### src/rtl/data_types_pkg.sv
// Shared UART types: byte and configuration records, receiver FSM states and
// helpers that turn the configuration into per-frame bit counts.
package data_types_pkg;

  localparam int UART_OVS = 16;

  typedef logic [7:0] byte_t;

  typedef struct packed {
    logic [15:0] br_div;
    logic        word;
    logic        stop;
    logic        en;
  } config_t;

  typedef enum logic [2:0] {
    IDLE  = 3'd0,
    START = 3'd1,
    DATA  = 3'd2,
    STOP  = 3'd3,
    ERROR = 3'd4,
    WAIT  = 3'd5
  } state_t;

  // Number of data bits N carried by a frame.
  function automatic logic [3:0] cfg_data_bits(input config_t c);
    return c.word ? 4'd8 : 4'd7;
  endfunction

  // Number of stop bits S terminating a frame.
  function automatic logic [1:0] cfg_stop_bits(input config_t c);
    return c.stop ? 2'd2 : 2'd1;
  endfunction

endpackage

### src/rtl/uart_baud_gen.sv
// Baud prescaler: pulses tick_o once every div_i+1 clocks. The pulse is
// registered, so the first tick after a clear lands div_i+1 clocks later.
module uart_baud_gen #(
  parameter int DW = 16
) (
  input  logic          clk_i,
  input  logic          rst_i,
  input  logic          clr_i,
  input  logic [DW-1:0] div_i,
  output logic          tick_o
);

  logic [DW-1:0] cnt_q, cnt_d;
  logic          tick_q, tick_d;

  // Count up to the divider, wrap and raise the tick.
  always_comb begin
    cnt_d  = cnt_q;
    tick_d = 1'b0;
    if (clr_i) begin
      cnt_d = '0;
    end else if (cnt_q >= div_i) begin
      cnt_d  = '0;
      tick_d = 1'b1;
    end else begin
      cnt_d = cnt_q + DW'(1);
    end
  end

  // Prescaler state register.
  always_ff @(posedge clk_i) begin
    if (rst_i) begin
      cnt_q  <= '0;
      tick_q <= 1'b0;
    end else begin
      cnt_q  <= cnt_d;
      tick_q <= tick_d;
    end
  end

  assign tick_o = tick_q;

endmodule

### src/rtl/uart_rx.sv
// UART receiver: 16x oversampled line recovery of 7/8-bit frames with 1 or 2
// stop bits, delivered on a valid/ready byte interface with error pulses.
module uart_rx
  import data_types_pkg::*;
#(
  parameter int OVS = UART_OVS
) (
  input  logic    clk_i,
  input  logic    rst_i,
  input  config_t cfg_i,
  input  logic    rxd_i,
  output byte_t   rx_data_o,
  output logic    rx_valid_o,
  input  logic    rx_ready_i,
  output logic    frame_err_o,
  output logic    overrun_err_o,
  output logic    busy_o
);

  localparam int            SW       = $clog2(OVS);
  localparam logic [SW-1:0] SUB_MID  = SW'(OVS / 2 - 1);
  localparam logic [SW-1:0] SUB_LAST = SW'(OVS - 1);

  logic [1:0]    sync_q;
  logic          rxd_s;
  logic          tick_s;
  logic          bit_tick_s;
  logic          abort_s;
  logic          complete_s;

  state_t        state_q, state_d;
  logic [SW-1:0] sub_q, sub_d;
  logic [3:0]    cnt_q, cnt_d;
  logic [3:0]    nbits_q, nbits_d;
  logic [1:0]    nstop_q, nstop_d;
  byte_t         shift_q, shift_d;
  byte_t         rx_data_q, rx_data_d;
  logic          rx_valid_q, rx_valid_d;
  logic          frame_err_q, frame_err_d;
  logic          overrun_q, overrun_d;

  assign rxd_s      = sync_q[1];
  assign bit_tick_s = tick_s && (sub_q == SUB_LAST);
  assign abort_s    = (state_q != IDLE) && !cfg_i.en;

  uart_baud_gen #(
    .DW (16)
  ) u_baud (
    .clk_i  (clk_i),
    .rst_i  (rst_i),
    .clr_i  (state_q == IDLE),
    .div_i  (cfg_i.br_div),
    .tick_o (tick_s)
  );

  // Frame FSM: next state, oversample/bit counters and the data shifter.
  always_comb begin
    state_d     = state_q;
    sub_d       = sub_q;
    cnt_d       = cnt_q;
    nbits_d     = nbits_q;
    nstop_d     = nstop_q;
    shift_d     = shift_q;
    frame_err_d = 1'b0;
    complete_s  = 1'b0;

    if (tick_s) begin
      sub_d = (sub_q == SUB_LAST) ? '0 : sub_q + SW'(1);
    end else begin
      sub_d = sub_q;
    end

    if (abort_s) begin
      state_d = IDLE;
    end else begin
      case (state_q)
        IDLE: begin
          sub_d = '0;
          cnt_d = 4'd0;
          if (cfg_i.en && !rxd_s) begin
            state_d = START;
            nbits_d = cfg_data_bits(cfg_i);
            nstop_d = cfg_stop_bits(cfg_i);
          end else begin
            state_d = IDLE;
          end
        end
        START: begin
          if (tick_s && (sub_q == SUB_MID)) begin
            sub_d   = '0;
            state_d = rxd_s ? IDLE : DATA;
          end else begin
            state_d = START;
          end
        end
        DATA: begin
          if (bit_tick_s) begin
            shift_d = {rxd_s, shift_q[7:1]};
            if (cnt_q == nbits_q - 4'd1) begin
              state_d = STOP;
              cnt_d   = 4'd0;
            end else begin
              cnt_d = cnt_q + 4'd1;
            end
          end else begin
            state_d = DATA;
          end
        end
        STOP: begin
          if (bit_tick_s) begin
            if (!rxd_s) begin
              state_d     = ERROR;
              frame_err_d = 1'b1;
            end else if (cnt_q == {2'b00, nstop_q} - 4'd1) begin
              // Leave mid-stop-bit so a following start edge is not missed.
              state_d    = IDLE;
              complete_s = 1'b1;
            end else begin
              cnt_d = cnt_q + 4'd1;
            end
          end else begin
            state_d = STOP;
          end
        end
        ERROR: begin
          state_d = WAIT;
        end
        WAIT: begin
          state_d = rxd_s ? IDLE : WAIT;
        end
        default: begin
          state_d = IDLE;
        end
      endcase
    end
  end

  // Output byte buffer: load on completion when free or freed this cycle.
  always_comb begin
    rx_data_d  = rx_data_q;
    rx_valid_d = rx_valid_q;
    overrun_d  = 1'b0;
    if (complete_s && (!rx_valid_q || rx_ready_i)) begin
      rx_data_d  = (nbits_q == 4'd8) ? shift_q : {1'b0, shift_q[7:1]};
      rx_valid_d = 1'b1;
    end else if (complete_s) begin
      overrun_d = 1'b1;
    end else if (rx_valid_q && rx_ready_i) begin
      rx_valid_d = 1'b0;
    end else begin
      rx_valid_d = rx_valid_q;
    end
  end

  // State, synchronizer and output registers.
  always_ff @(posedge clk_i) begin
    if (rst_i) begin
      sync_q      <= 2'b11;
      state_q     <= IDLE;
      sub_q       <= '0;
      cnt_q       <= 4'd0;
      nbits_q     <= 4'd8;
      nstop_q     <= 2'd1;
      shift_q     <= 8'h00;
      rx_data_q   <= 8'h00;
      rx_valid_q  <= 1'b0;
      frame_err_q <= 1'b0;
      overrun_q   <= 1'b0;
    end else begin
      sync_q      <= {sync_q[0], rxd_i};
      state_q     <= state_d;
      sub_q       <= sub_d;
      cnt_q       <= cnt_d;
      nbits_q     <= nbits_d;
      nstop_q     <= nstop_d;
      shift_q     <= shift_d;
      rx_data_q   <= rx_data_d;
      rx_valid_q  <= rx_valid_d;
      frame_err_q <= frame_err_d;
      overrun_q   <= overrun_d;
    end
  end

  assign rx_data_o     = rx_data_q;
  assign rx_valid_o    = rx_valid_q;
  assign frame_err_o   = frame_err_q;
  assign overrun_err_o = overrun_q;
  assign busy_o        = (state_q != IDLE);

endmodule

### config.mk
export PLATFORM = sky130hd
export DESIGN_NAME = uart_rx
export DESIGN_NICKNAME = d
export VERILOG_FILES = /design/src/rtl/data_types_pkg.sv /design/src/rtl/uart_baud_gen.sv /design/src/rtl/uart_rx.sv
export SDC_FILE = /design/constraint.sdc
export NUM_CORES = 1
export LEC_CHECK = 0
export CAP_MARGIN = 10
export CORE_MARGIN = 3
export CORE_UTILIZATION = 35
export DETAILED_ROUTE_END_ITERATION = 7
export GPL_ROUTABILITY_DRIVEN = 0
export PLACE_DENSITY = 0.62
export SLEW_MARGIN = 20
export SYNTH_ARGS = -nofsm -noshare
export SYNTH_HDL_FRONTEND = slang
export SYNTH_SLANG_ARGS = --single-unit
### constraint.sdc
create_clock -name clk_i -period 3.27 [get_ports clk_i]
set_input_delay 0.981 -clock clk_i [delete_from_list [all_inputs] [get_ports clk_i]]
set_output_delay 0.981 -clock clk_i [all_outputs]
set_load 0.005 [all_outputs]
==> impl_metrics.toml, run 1 <==
[clocking]
clkTransAtPathRegs_ns = 0.10
clkLatencyLatePin_ns = 0.31
cts_resized = 0
ctsHoldBuffers = 0
clock_sinks = 53
h-tree-depth = 2
clockRootBuffer = "clkbuf_8"
numCtsBuffers = 5
cts_buffer_depth = 2
cts_tree = "built"
post_cts_buffers = 0

[routing]
drt_iter0_markers = 60
routed_wl_um = 5450
drt-pass1-iter-count = 4
vias_per_cell = 4.87
ant_nets = 0
vias = 2263
wl_per_cell_um = 11.7
drc_errors = 0

[min_path]
hold_start = "sync_q[0]"
whs_path_depth = 1
holdCritPathClass = "reg -> reg"
hold_end = "sync_q[1]"

[layout]
n_antenna_cell = 0
area_growth_pct = 18.8
design_area_um2 = 3410
n_fill_cell = 797
most-common-layout-cells = "dfxtp_1, nor2_1, clkdlybuf4s50_1, inv_1, ha_1"
final_common_cell = "dfxtp_1"
drive_gt1_frac = 0.0744
final_nets = 406

[worst_setup_path]
cp_max_fo = 16
r2r_start = "nstop_q[0]"
rr_worst_depth = 8
crit_required_ns = 2.29
criticalPathCategory = "reg -> out"
critPathArrivalTime_ns = 1.86
r2r_end = "cnt_q[3]"
start_kind = "flop"
worstSetupEndpointType = "output pin"
worst-r2r-setup-slack_ns = 1.22

[power]
finalPower_mw = 1.13
p_clk_frac = 0.344
pwr-share-comb = 0.075
leakagePower_nw = 1.36
p_sw_mw = 0.275
switching_share = 0.244
ir_drop_mv = 0.177
p_int_mw = 0.850
power_per_cell_area_nw_per_um2 = 330
seqPwrFrac = 0.580

[floorplanning]
die_x_um = 96.6
start_util = 0.366
io_pins = 35
dieHeight_um = 96.6
fp.dieArea_um2 = 9320
rows = 32
core_um2 = 7850

[synthesis]
synth-edff-count = 0
syn_nets = 371
netlist_area_um2 = 2870
synth_warnings = 0
ys_seq_area_frac = 0.370
yosys.cell_types.count = 46
ys_ff_latch = 53
netlist_instances = 327
async_flop_share = 0
syn_area_per_cell_um2 = 8.78
ys.flop_type = "dfxtp_1"

[placed_design]
postPlaceCellArea_um2 = 3320
io_buffers = 34
hpwl_um = 4180

[global_route]
grtUsageTotal = 0.125
antenna_found_initial = 0
grt_pass1_vias = 2082
grt_start_max_net_pins = 20
grt_pass1_wl_um = 9320
overflow = 0

[timing]
rsz0062_at_grt = "false"
setup_tns_ns = 0
timing.slew.headroom = 0.593
worst_slew_pin_slew_ns = 0.610
setup_viol = 0
fin_crit_ns = 2.85
fin_crit_sh = 0.870
hold_viol = 0
fin_worst_skew_ns = 0.00850
fmax_mhz = 351
slew_violations = 0

[outcome]
status = "complete, no violations"

[flow_run]
maxCapViolations = 0
-- per-stage QoR --
stage	utilization	instances	hold WS, ns	setup slack (ns)
finish	0.435	465	0.418	0.424
global route	0.435	465	0.435	0.319
CTS	0.435	465	0.422	0.429
detailed placement	0.423	457	0.398	0.115
global placement	0.423	457	0.396	0.152
floorplan	-	327	0.389	0.617
-- cells by family after synthesis --
| family | synth area share |
|---|---|
| AO/OA/AOI/OAI | 0.134 |
| XOR/XNOR | 0.0641 |
| adder cells (fa/ha/maj) | 0.0915 |
| buffers and inverters | 0.0602 |
| flip-flops | 0.370 |
| multiplexers | 0.0628 |
| AND/OR/NAND/NOR | 0.218 |
-- area by class of cell --
type | count | area (um2) | share of cell area
Clock inverter | 3 | 26.3 | 0.00770
Tap cell | 102 | 128 | 0.0374
Multi-Input combinational cell | 235 | 1640 | 0.480
Inverter | 26 | 97.6 | 0.0286
Sequential cell | 53 | 1060 | 0.311
Timing Repair Buffer | 41 | 393 | 0.115
Clock buffer | 5 | 68.8 | 0.0202
-- how the worst max path moves through the flow --
| stage | startpoint | to | cells after the start |
|---|---|---|---|
| 6_report | state_q[0] | busy_o | 4 |
| 5_1_grt | cfg_i[16] | u_baud.cnt_q[7] | 9 |
| 2_1_floorplan | cfg_i[4] | u_baud.cnt_q[10] | 8 |
| 3_3_place_gp | cfg_i[16] | u_baud.cnt_q[7] | 9 |
| 4_1_cts | state_q[0] | busy_o | 4 |
| 3_5_place_dp | cfg_i[16] | u_baud.cnt_q[7] | 9 |
-- Yosys cell counts, drive strengths merged (8+ instances only) --
cell,n,area (um2)
nor2,50,190
nor3,9,56.3
xor2,14,123
nand3,12,60.1
inv,26,97.6
ha,21,263
dfxtp,53,1060
nand2,16,60.1
a21oi,12,60.1
o21ai,9,45.0
a211oi,8,70.1
mux2i,18,180
-- power groups by stage --
stage | clock, mW | sequential (mW) | combinational [mW]
3_3_place_gp | 0 | 0.668 | 0.0845
6_report | 0.387 | 0.653 | 0.0848
4_1_cts | 0.404 | 0.653 | 0.0862
5_1_grt | 0.426 | 0.654 | 0.0953
3_5_place_dp | 0 | 0.668 | 0.0858
2_1_floorplan | 0 | 0.665 | 0.0454
-- state kept, by name, summed over array words and instances, names as in the netlist --
register       flops
u_baud.cnt_q      16
rx_data_o          8
shift_q            8
cnt_q              4
sub_q              4
state_q            3
nbits_q            2
nstop_q            2
sync_q             2
frame_err_o        1
overrun_err_o      1
rx_valid_o         1
u_baud.tick_o      1
-- layer usage --
layer  track usage  share of wire  vias to the layer above
met4        0.0350         0.0057                        0
met1         0.165           0.49                     1020
li1              -              -                     1199
met3        0.0310          0.039                        2
met5             0              0                        -
met2         0.205           0.46                       42
-- worst max-delay path: stages, from the launching register on --
cell	delay, ns
dfxtp_1	0.72
nor3_4	0.07
buf_4	0.20
inv_1	0.07
clkdlybuf4s50_1	0.49
Note: power is estimated with default switching activity, not from simulation.
==> run 2, diff against run 1 <==
--- a/config.mk
+++ b/config.mk
@@ -5,12 +5,11 @@
 export SDC_FILE = /design/constraint.sdc
 export NUM_CORES = 1
 export LEC_CHECK = 0
-export CAP_MARGIN = 10
-export CORE_MARGIN = 3
-export CORE_UTILIZATION = 35
+export CAP_MARGIN = 20
+export CORE_UTILIZATION = 56
 export DETAILED_ROUTE_END_ITERATION = 7
 export GPL_ROUTABILITY_DRIVEN = 0
-export PLACE_DENSITY = 0.62
+export PLACE_DENSITY = 0.88
 export SLEW_MARGIN = 20
 export SYNTH_ARGS = -nofsm -noshare
 export SYNTH_HDL_FRONTEND = slang
==> run 2 against run 1 <==
Against the previous run:
- setup slack worse by 0.19 ns
- die area down 42%
- worst hold slack better by 0.011 ns
- cell count shrank 7.7%
- total power hardly changed
==> impl_metrics.toml, run 2 (synthesis results as in run 1) <==
[clocking]
clkTransAtPathRegs_ns = 0.10
clkLatencyLatePin_ns = 0.31
h-tree-depth = 2
clock_sinks = 53
cts_buffer_depth = 2
cts_tree = "built"
post_cts_buffers = 0
clockRootBuffer = "clkbuf_8"
numCtsBuffers = 5
ctsHoldBuffers = 0
cts_resized = 0

[routing]
routed_wl_um = 5820
ant_nets = 0
drt-pass1-iter-count = 4
drc_errors = 0
vias = 2369
drt_iter0_markers = 108
vias_per_cell = 5.52
wl_per_cell_um = 13.6

[layout]
stdcell_count = 429
area_growth_pct = 17.0
n_antenna_cell = 0
largest_reg_flops = 16
drive_gt1_frac = 0.0718
final_common_cell = "dfxtp_1"
final_nets = 405
final_util = 0.697
most-common-layout-cells = "dfxtp_1, nor2_1, clkdlybuf4s50_1, inv_1, ha_1"
top_register = "u_baud.cnt_q"

[min_path]
holdCritPathClass = "reg -> reg"

[timing]
rsz0062_at_grt = "false"
slew_violations = 0
worst_slew_pin_slew_ns = 0.694
fin_crit_ns = 3.04
timing.slew.headroom = 0.531
fin_crit_sh = 0.928
hold_viol = 0
fin_worst_skew_ns = 0.00943
setup_viol = 0
fmax_mhz = 329

[placed_design]
io_buffers = 34
hpwl_um = 4290
post-place-cells = 421

[worst_setup_path]
critPathArrivalTime_ns = 3.28
worstSetupEndpointType = "flop"
cp_max_fo = 16
critPathSlowestCell = "o311ai_0"
path_cells = "clkdlybuf4s50_1 -> inv_1 -> ha_1 -> nor2b_1 -> o211a_1 -> o311ai_0 -> nand4_1 -> buf_4 -> nor2_1"
criticalPathCategory = "in -> reg"
cpPeakStageDelay_ns = 0.62
crit_required_ns = 3.52
start_kind = "primary input"

[global_route]
grt_pass1_vias = 2320
antenna_found_initial = 0
overflow = 0
grtUsageTotal = 0.241
grt_start_max_net_pins = 24
grt_pass1_wl_um = 9980

[floorplanning]
dieHeight_um = 73.6
die_x_um = 73.6
rows = 25
fp.dieArea_um2 = 5420
core_um2 = 4820
io_pins = 35
start_util = 0.596

[outcome]
status = "complete, no violations"

[power]
ir_drop_mv = 0.218
leakagePower_nw = 1.36
power_per_cell_area_nw_per_um2 = 335
finalPower_mw = 1.13

[flow_run]
maxCapViolations = 0
==> run 2: cell type report <==
type | instances | area (um2)
clock buffer | 5 | 68.8
inverter | 26 | 97.6
clock inverter | 3 | 25.0
timing repair buffer | 40 | 385
fill | 395 | 1460
multi-input combinational | 235 | 1640
tap | 67 | 83.8
sequential | 53 | 1060
==> run 2: power by group <==
part	internal, mW	leakage, nW	switching, mW
combinational	0.0459	0.883	0.0394
clock	0.156	0.0452	0.231
sequential	0.648	0.428	0.00496
==> run 2: path summary, 6_finish.rpt <==
kind	from	endpoint	slack (ns)	depth (start not counted)
worst max-delay path	cfg_i[4]	u_baud.cnt_q[10]	0.23	9
worst min-delay path	sync_q[0]	sync_q[1]	0.43	1
worst max register to register	u_baud.cnt_q[1]	u_baud.cnt_q[10]	1.06	7
worst min register to register	sync_q[0]	sync_q[1]	0.43	1
==> run 2: critical path, delay by kind of cell <==
family | cells | cell delay, ns
compound gates | 2 | 0.81
buf+inv | 3 | 0.73
simple gates | 3 | 0.44
fa+ha+maj | 1 | 0.31
==> run 2: per-stage QoR <==
stage	cell area (um2)	setup TNS [ns]	hold slack [ns]	worst slack (ns)
after global placement	3260	0	0.392	0.190
after floorplan	2870	0	0.389	0.617
final	3360	0	0.429	0.234
after detailed placement	3260	-0.0111	0.399	-0.0111
after CTS	3360	0	0.434	0.293
after global routing	3360	0	0.452	0.163
==> run 2: per-layer routing <==
| layer | GRT usage | wire [um] | up-vias |
|---|---|---|---|
| met5 | 0 | 0 | - |
| met1 | 0.295 | 2610 | 1096 |
| met2 | 0.408 | 2880 | 62 |
| met3 | 0.0412 | 217 | 8 |
| li1 | - | - | 1203 |
| met4 | 0.118 | 106 | 0 |
==> run 3, diff against run 2 <==
--- a/config.mk
+++ b/config.mk
@@ -6,10 +6,10 @@
 export NUM_CORES = 1
 export LEC_CHECK = 0
 export CAP_MARGIN = 20
-export CORE_UTILIZATION = 56
+export CORE_UTILIZATION = 31
 export DETAILED_ROUTE_END_ITERATION = 7
 export GPL_ROUTABILITY_DRIVEN = 0
-export PLACE_DENSITY = 0.88
+export PLACE_DENSITY = 0.58
 export SLEW_MARGIN = 20
 export SYNTH_ARGS = -nofsm -noshare
 export SYNTH_HDL_FRONTEND = slang
==> constraint.sdc (replaced) <==
create_clock -name clk_i -period 3.5 [get_ports clk_i]
set_input_delay 1.05 -clock clk_i [delete_from_list [all_inputs] [get_ports clk_i]]
set_output_delay 1.05 -clock clk_i [all_outputs]
set_load 0.005 [all_outputs]
==> run 3 against run 2 <==
Against the previous run:
- routed wire length down 6.1%
- critical endpoint is now u_baud.cnt_q[7]
- setup slack better by 0.43 ns
- sequential share of layout area down 0.53 points
- largest cell class unchanged
- clock power up 10%
- cell count up 9.1%
- flip-flop and latch count unchanged
- clock-buffer cell count unchanged
- core utilization down 31 points
- clock skew up 0.0041 ns
- first-iteration DRC count down 56%
==> impl_metrics.toml, run 3 (synthesis results as in run 1) <==
[clocking]
ctsHoldBuffers = 0
numCtsBuffers = 5
clockRootBuffer = "clkbuf_8"
h-tree-depth = 2
post_cts_buffers = 0
cts_buffer_depth = 2
cts_resized = 0
clkLatencyLatePin_ns = 0.31
clock_sinks = 53
cts_tree = "built"
clkTransAtPathRegs_ns = 0.10

[timing]
hold_viol = 0
fin_worst_skew_ns = 0.0135
setup_tns_ns = 0
fmax_mhz = 352
slew_violations = 0
fin_crit_sh = 0.812
fin_crit_ns = 2.84
hold_slack_ns = 0.419
worst_slew_pin_slew_ns = 0.576
rsz0062_at_grt = "false"
setup_viol = 0
timing.slew.headroom = 0.616
setup_slack_ns = 0.660

[global_route]
antenna_found_initial = 0
grtUsageTotal = 0.123
grt_start_max_net_pins = 18
grt_pass1_wl_um = 9830
overflow = 0
grt_pass1_vias = 2223

[routing]
ant_nets = 0
vias = 2227
wl_met1_um = 2700
drt-pass1-iter-count = 6
routed_wl_um = 5460
top_layer = "met4"
drc_errors = 0
met3WireLength_um = 145
wl_per_cell_um = 11.7
vias_per_cell = 4.76
met2_length_um = 2560
drt_iter0_markers = 47

[layout]
most-common-layout-cells = "dfxtp_1, nor2_1, clkdlybuf4s50_1, inv_1, ha_1"
area_growth_pct = 19.0
largest_reg_flops = 16
n_antenna_cell = 0
top_register = "u_baud.cnt_q"
final_nets = 403
n_fill_cell = 933
drive_gt1_frac = 0.0667
final_common_cell = "dfxtp_1"

[outcome]
status = "complete, no violations"

[worst_setup_path]
path_common_cell = "nor2b_1"
criticalPathCategory = "in -> reg"
critPathSlowestCell = "clkdlybuf4s50_1"
r2r_start = "nstop_q[0]"
worst-r2r-setup-slack_ns = 1.33
crit_required_ns = 3.74
start_kind = "primary input"
worstSetupEndpointType = "flop"
r2r_end = "cnt_q[2]"
cp_max_fo = 16
rr_worst_depth = 7
cpPeakStageDelay_ns = 0.45
critPathArrivalTime_ns = 3.09
path_cells = "clkdlybuf4s50_1 -> inv_1 -> ha_1 -> nor2b_1 -> o211a_1 -> o311ai_0 -> nand4_1 -> buf_4 -> nor2b_1"

[floorplanning]
dieHeight_um = 98.2
fp.dieArea_um2 = 9650
rows = 34
die_x_um = 98.2
core_um2 = 8850
start_util = 0.324
io_pins = 35

[placed_design]
dp_slack_ns = 0.333
hpwl_um = 4120
io_buffers = 34

[min_path]
holdCritPathClass = "reg -> reg"
hold_start = "sync_q[0]"
hold_end = "sync_q[1]"
whs_path_depth = 1

[flow_run]
maxCapViolations = 0

[power]
leakagePower_nw = 1.36
ir_drop_mv = 0.210
power_per_cell_area_nw_per_um2 = 326
==> run 3: how the worst max path moves through the flow <==
stage	slack, ns	endpoint	from	depth (start not counted)
2_1_floorplan	0.78	u_baud.cnt_q[10]	cfg_i[4]	8
3_3_place_gp	0.35	u_baud.cnt_q[7]	cfg_i[4]	9
3_5_place_dp	0.33	u_baud.cnt_q[7]	cfg_i[16]	9
4_1_cts	0.64	u_baud.cnt_q[7]	cfg_i[16]	9
5_1_grt	0.45	u_baud.cnt_q[11]	cfg_i[4]	9
6_report	0.66	u_baud.cnt_q[7]	cfg_i[4]	9
==> run 3: per-stage QoR <==
stage	utilization	power [mW]	cell area, um2	instances
2_1_floorplan	-	0.664	2870	327
3_3_place_gp	0.373	0.702	3300	460
3_5_place_dp	0.373	0.702	3300	460
4_1_cts	0.386	1.13	3420	468
5_1_grt	0.386	1.17	3420	468
6_report	0.386	1.11	3420	468
==> run 3: power breakdown <==
part	internal, mW	total (mW)	switching [mW]
Sequential	0.605	0.610	0.00438
Clock	0.214	0.426	0.212
Combinational	0.0415	0.0783	0.0368
Total	0.861	1.11	0.253
==> run 3: area by class of cell <==
class,instances,area [um2],share of cell area
multi-input combinational,235,1640,0.479
sequential,53,1060,0.311
timing repair buffer,38,370,0.108
tap,108,135,0.0396
inverter,26,97.6,0.0286
clock buffer,5,68.8,0.0201
clock inverter,3,46.3,0.0136
==> run 3: per-layer routing <==
layer | up-vias | global-route usage
met5 | - | 0
met4 | 0 | 0.0379
met3 | 7 | 0.0265
met2 | 25 | 0.211
met1 | 1000 | 0.154
li1 | 1195 | -
==> run 3: critical path: cells and delay by family <==
| kind | cells | cell delay (ns) |
|---|---|---|
| buffers and inverters | 3 | 0.71 |
| adder cells (fa/ha/maj) | 1 | 0.29 |
| AO/OA/AOI/OAI | 2 | 0.63 |
| AND/OR/NAND/NOR | 3 | 0.40 |
